==> src/rtl/irq_pending_arbiter_if.sv <==
// Request/grant bundle of irq_pending_arbiter: request and mask lines in,
// indexed grant out over valid/ready, plus visibility of the pending vector.
interface irq_pending_arbiter_if #(
  parameter int WIDTH = 8
);
  localparam int IW = $clog2(WIDTH);

  logic [WIDTH-1:0] req;
  logic [WIDTH-1:0] mask;
  logic [IW-1:0]    out_idx;
  logic             out_valid;
  logic             out_ready;
  logic [WIDTH-1:0] pending;
  logic             any_pending;

  // The arbiter side
  modport master (
    input  req, mask, out_ready,
    output out_idx, out_valid, pending, any_pending
  );

  // Request sources and grant consumer
  modport slave (
    output req, mask, out_ready,
    input  out_idx, out_valid, pending, any_pending
  );
endinterface

==> src/rtl/irq_pending_arbiter.sv <==
// Sticky pending register with highest-index-first selection, presented over
// valid/ready. Define IRQ_EDGE_EN to pend on rising edges of req instead of level.
module irq_pending_arbiter #(
  parameter int WIDTH = 8
) (
  input  logic                  clk,
  input  logic                  rst,
  irq_pending_arbiter_if.master bus
);
  localparam int IW = $clog2(WIDTH);

  localparam logic [0:0] IDLE    = 1'b0;
  localparam logic [0:0] PRESENT = 1'b1;

  logic [0:0]       state;
  logic [WIDTH-1:0] pending_r;
  logic [IW-1:0]    out_idx_r;
  logic             out_valid_r;

  logic [WIDTH-1:0] set_v;
  logic [WIDTH-1:0] clr_v;
  logic [WIDTH-1:0] avail;
  logic [IW-1:0]    sel;
  logic             accept;

`ifdef IRQ_EDGE_EN
  logic [WIDTH-1:0] req_q;

  always_ff @(posedge clk or posedge rst) begin
    if (rst) req_q <= '0;
    else     req_q <= bus.req;
  end

  assign set_v = bus.req & ~req_q;
`else
  assign set_v = bus.req;
`endif

  assign accept = out_valid_r & bus.out_ready;
  assign avail  = pending_r & ~mask_bits();

  function automatic logic [WIDTH-1:0] mask_bits();
    return bus.mask;
  endfunction

  always_comb begin
    // NOTE: every combinational output gets a default first so no path leaves it unassigned (no latch).
    clr_v = '0;
    if (accept) clr_v[out_idx_r] = 1'b1;
  end

  // Ascending scan: the last hit is the highest unmasked pending index.
  always_comb begin
    sel = '0;
    for (int i = 0; i < WIDTH; i++) begin
      if (avail[i]) sel = IW'(i);
    end
  end

  always_ff @(posedge clk or posedge rst) begin
    // NOTE: sequential state uses non-blocking assignments so every register samples pre-edge values.
    if (rst) begin
      pending_r <= '0;
    end else begin
      // Set is applied after clear so a same-cycle re-request survives.
      pending_r <= (pending_r & ~clr_v) | set_v;
    end
  end

  always_ff @(posedge clk or posedge rst) begin
    if (rst) begin
      state       <= IDLE;
      out_idx_r   <= '0;
      out_valid_r <= 1'b0;
    end else begin
      case (state)
        IDLE: begin
          if (|avail) begin
            out_idx_r   <= sel;
            out_valid_r <= 1'b1;
            state       <= PRESENT;
          end
        end
        PRESENT: begin
          // Committed once presented: mask changes and newer requests wait.
          if (bus.out_ready) begin
            out_valid_r <= 1'b0;
            state       <= IDLE;
          end
        end
        default: begin
          out_valid_r <= 1'b0;
          state       <= IDLE;
        end
      endcase
    end
  end

  assign bus.out_idx     = out_idx_r;
  assign bus.out_valid   = out_valid_r;
  assign bus.pending     = pending_r;
  assign bus.any_pending = |pending_r;
endmodule

==> src/flat_wrapper.sv <==
// flat-port wrapper written by rule: the top's interface ports become plain ports
module irq_pending_arbiter_flat 
#(
  parameter int WIDTH = 8
)
  (clk, rst, bus_req, bus_mask, bus_out_ready, bus_out_idx, bus_out_valid, bus_pending, bus_any_pending);
  irq_pending_arbiter_if #(.WIDTH(WIDTH)) bus_i ();
  input  logic clk;
  input  logic rst;
  input wire logic [$bits(bus_i.req)-1:0] bus_req;
  input wire logic [$bits(bus_i.mask)-1:0] bus_mask;
  input wire logic [$bits(bus_i.out_ready)-1:0] bus_out_ready;
  output wire logic [$bits(bus_i.out_idx)-1:0] bus_out_idx;
  output wire logic [$bits(bus_i.out_valid)-1:0] bus_out_valid;
  output wire logic [$bits(bus_i.pending)-1:0] bus_pending;
  output wire logic [$bits(bus_i.any_pending)-1:0] bus_any_pending;
  assign bus_i.req = bus_req;
  assign bus_i.mask = bus_mask;
  assign bus_i.out_ready = bus_out_ready;
  assign bus_out_idx = bus_i.out_idx;
  assign bus_out_valid = bus_i.out_valid;
  assign bus_pending = bus_i.pending;
  assign bus_any_pending = bus_i.any_pending;
  irq_pending_arbiter #(.WIDTH(WIDTH)) u_core (.clk(clk), .rst(rst), .bus(bus_i));
endmodule
==> config.mk <==
export PLATFORM = sky130hd
export DESIGN_NAME = irq_pending_arbiter_flat
export DESIGN_NICKNAME = d
export VERILOG_FILES = /design/src/rtl/irq_pending_arbiter_if.sv /design/src/rtl/irq_pending_arbiter.sv /design/src/flat_wrapper.sv
export SDC_FILE = /design/constraint.sdc
export NUM_CORES = 1
export LEC_CHECK = 0
export BUFFER_PORTS_ARGS = -buffer_cell sky130_fd_sc_hd__buf_4
export CAP_MARGIN = 15
export CORE_MARGIN = 3
export CORE_UTILIZATION = 45
export CTS_BUF_LIST = sky130_fd_sc_hd__clkbuf_4
export DETAILED_ROUTE_END_ITERATION = 16
export PLACE_DENSITY = 0.77
export REMOVE_ABC_BUFFERS = 1
export SYNTH_ARGS = -nofsm -noshare
export SYNTH_HDL_FRONTEND = slang
export SYNTH_SLANG_ARGS = --single-unit
export TNS_END_PERCENT = 30
==> constraint.sdc <==
create_clock -name clk -period 1.7 [get_ports clk]
set_input_delay 0.17 -clock clk [delete_from_list [all_inputs] [get_ports clk]]
set_output_delay 0.17 -clock clk [all_outputs]
set_load 0.05 [all_outputs]
==> impl_metrics.ini <==
[clocking]
cts_sinks = 13
htree_levels = 1
cts_tree = yes
cts_root_buf = clkbuf_4
insertion_delay_ps = 280
path_clk_slew_ps = 80
cts_buffers = 3
clockBufferDepth = 2
post_cts_resized = 0

[setup_path]
cp-startpoint = u_core.bus.pending[6]$_DFF_PP0_
critical_path.cell_chain = buf_4, nor4_1, nand2_1, buf_4
worstPathRequired_ps = 1530
crit_type = flip-flop to primary output
cpLargestDelayFamily = flip-flops
crit_slowest_cell = dfrtp_1
cp.arrival_ps = 1440
worst_setup_path_end_kind = primary output
timing.rr.start = u_core.bus.pending[2]$_DFF_PP0_
critPathMaxStageDelay_ps = 410
critPathMaxFanout = 4
r2r_setup_slack_ps = 180
cp_common_cell = buf_4
startpoint_type = flip-flop
worst-path-buf-inv = 2

[drt]
initialDrtViolationCount = 20
drtAntennaViolNets = 0
vias_per_cell = 5.47
drc = 0
dr.pass1.iters = 4
drt_wl_total_um = 1780
wl_per_cell_um = 15.4
num_vias = 634

[worst_hold_path]
hold_start = bus_req[3]
hold_path_class = input pin to flip-flop

[placed_design]
dp_hpwl_um = 1340
gp_congestion = 0.825
placed_cells = 111
io_buffers = 31

[run_status]
status = finished, final reports clean

[layout]
final_cell_count_no_fill = 116
diodes = 0
area_growth_pct = 42.9
drive_gt1_share_pct = 43.6
nNetsFinal = 121

[power_and_ir_drop]
p_comb_share_pct = 49.1
p_leak_nw = 0.434
p_seq_share_pct = 36.8
p_int_mw = 0.737
switching_share_pct = 46.3
switchingPower_mw = 0.635
ir_worst_vdd_mv = 1.19
power-per-cell-area_nw_per_um2 = 1390
clkPwrFrac_pct = 14.1

[synthesis]
synth_area_um2 = 692
syn_avg_cell_area_um2 = 10.8
synth-main-ff-cell = dfrtp_1
synth_area_leaders = dfrtp_1 47%, nand2b_1 9.9%, o21ai_0 5.8%, mux2_4 4.3%, o31ai_1 4.3%
synth-edff-count = 0
synthTopCellsByCount = 13 x dfrtp_1, 11 x nand2b_1, 8 x o21ai_0
ys_warn_count = 0
ys_seq_elements = 13
yosys.area.top_type = dfrtp_1
synth_cell_type_count = 23
synthCells = 64
seq_area_frac_synth_pct = 47.0
synth_top_area_share_pct = 47.0
yosysMostFrequentCell = dfrtp_1
synth-async-reset-ratio_pct = 100

[grt]
overflow = 0
grt_start_max_net_pins = 14
grt_pass1_wl_um = 2920
antenna_found_initial = 0
grt_pass1_vias = 627
grt_usage_pct = 20.4

[sta]
rsz0062_at_grt = no
skew_ps = 1.09
min_period_over_period_pct = 94.6
drv_slew = 0
final.setup.tns_ps = 0
hold_viol = 0
relSlewSlack_pct = 65.4
tightest_slew_ps = 519
finalSetupViolCount = 0
max_freq_mhz = 622
fin_crit_ps = 1610

[die]
design.core.area_um2 = 1370
placementRows = 13
die_width_um = 45.2
initial_core_util_pct = 50.6
ioPinCount = 32
die_area_um2 = 2040
die_y_um = 45.2

[run]
maxCapViolations = 0
==> metal layers <==
metal / up-vias / GRT usage [%] / wire (µm)
li1: 298 / - / -
met1: 301 / 25.9 / 715
met2: 31 / 35.3 / 892
met3: 4 / 3.59 / 155
met4: 0 / 5.26 / 18
met5: - / 0 / 0
==> flip-flops by register name (all words and copies together), names as in the netlist <==
signal and cells:
u_core.bus.out_idx 3, u_core.bus.out_valid 1, u_core.bus.pending 8, u_core.state 1
==> cell type report <==
class	instances	area, µm²
Fill cell	115	378
Multi-Input combinational cell	48	355
Timing Repair Buffer	33	250
Sequential cell	13	325
Tap cell	15	18.8
Inverter	3	11.3
Clock buffer	3	22.5
Clock inverter	1	5.00
==> worst paths after layout <==
kind                                                          end  cells after the start
worst max-delay path                              bus_any_pending                      4
worst min-delay path              u_core.bus.pending[3]$_DFF_PP0_                      2
worst max register to register  u_core.bus.out_idx[1]$_DFFE_PP0P_                      4
worst min register to register   u_core.bus.out_valid$_DFFE_PP0P_                      1
max in group asynchronous         u_core.bus.pending[2]$_DFF_PP0_                      3
min in group asynchronous         u_core.bus.pending[6]$_DFF_PP0_                      3
==> cells by family (layout without fill, tap and decap cells) <==
logic type | Yosys count | after routing | share of synthesized area, %
and+or+nand+nor | 28 | 28 | 27.8
DFF | 13 | 13 | 47.0
buffers and inverters | 3 | 40 | 1.63
AOI/OAI and AO/OA | 18 | 18 | 19.2
muxes | 2 | 2 | 4.34
==> placed cells by master, fill, tap and decap left out <==
cell type,Yosys,routed
o21ai_0,8,8
a21oi_2,1,1
buf_4,0,32
and2b_1,2,2
nand3b_1,1,1
clkinv_1,1,1
a2111oi_4,1,1
nor2b_1,2,2
a21o_1,1,1
dlygate4sd3_1,0,1
o31ai_1,4,4
dfrtp_1,13,13
nand2_1,2,2
or2b_1,1,1
nor2b_4,2,2
nor2b_2,1,1
clkbuf_4,0,3
a2bb2oi_1,1,1
clkinv_2,0,1
nor4_1,2,2
nor2_1,2,2
mux2_4,2,2
a21oi_1,2,2
nand2b_1,11,11
nand3_1,1,1
nor4_2,1,1
inv_1,2,2
==> power by group through the flow <==
stage,sequential [mW],clock (mW),combinational [mW]
6_report,0.505,0.194,0.674
5_1_grt,0.524,0.212,0.721
4_1_cts,0.502,0.196,0.679
3_5_place_dp,0.506,0,0.673
3_3_place_gp,0.504,0,0.668
2_1_floorplan,0.721,0,0.230
==> timing repair <==
item,CTS,global route
hold buffers,1,0
setup buffers,0,0
hold endpoints to repair,13,0
setup endpoints to repair,0,0
==> worst reg2reg max path: stages (launching register included) <==
cell and delay [ps]:
dfrtp_1 420, nor2b_4 150, a2111oi_4 360, a21oi_2 160, mux2_4 320
==> metrics by stage <==
| stage | worst slack [ps] | hold WS, ps | util (%) | area, µm² | total power [mW] |
|---|---|---|---|---|---|
| after global routing | 12.7 | 71.8 | 72.3 | 988 | 1.46 |
| final | 92.4 | 73.6 | 72.3 | 988 | 1.37 |
| after CTS | 93.9 | 75.5 | 72.3 | 988 | 1.38 |
| after floorplan | 2.24 | 47.0 | - | 692 | 0.951 |
| after detailed placement | 205 | 236 | 69.6 | 951 | 1.18 |
| after global placement | 238 | 232 | 69.6 | 951 | 1.17 |
No activity file was read; power rests on OpenSTA's default activity.
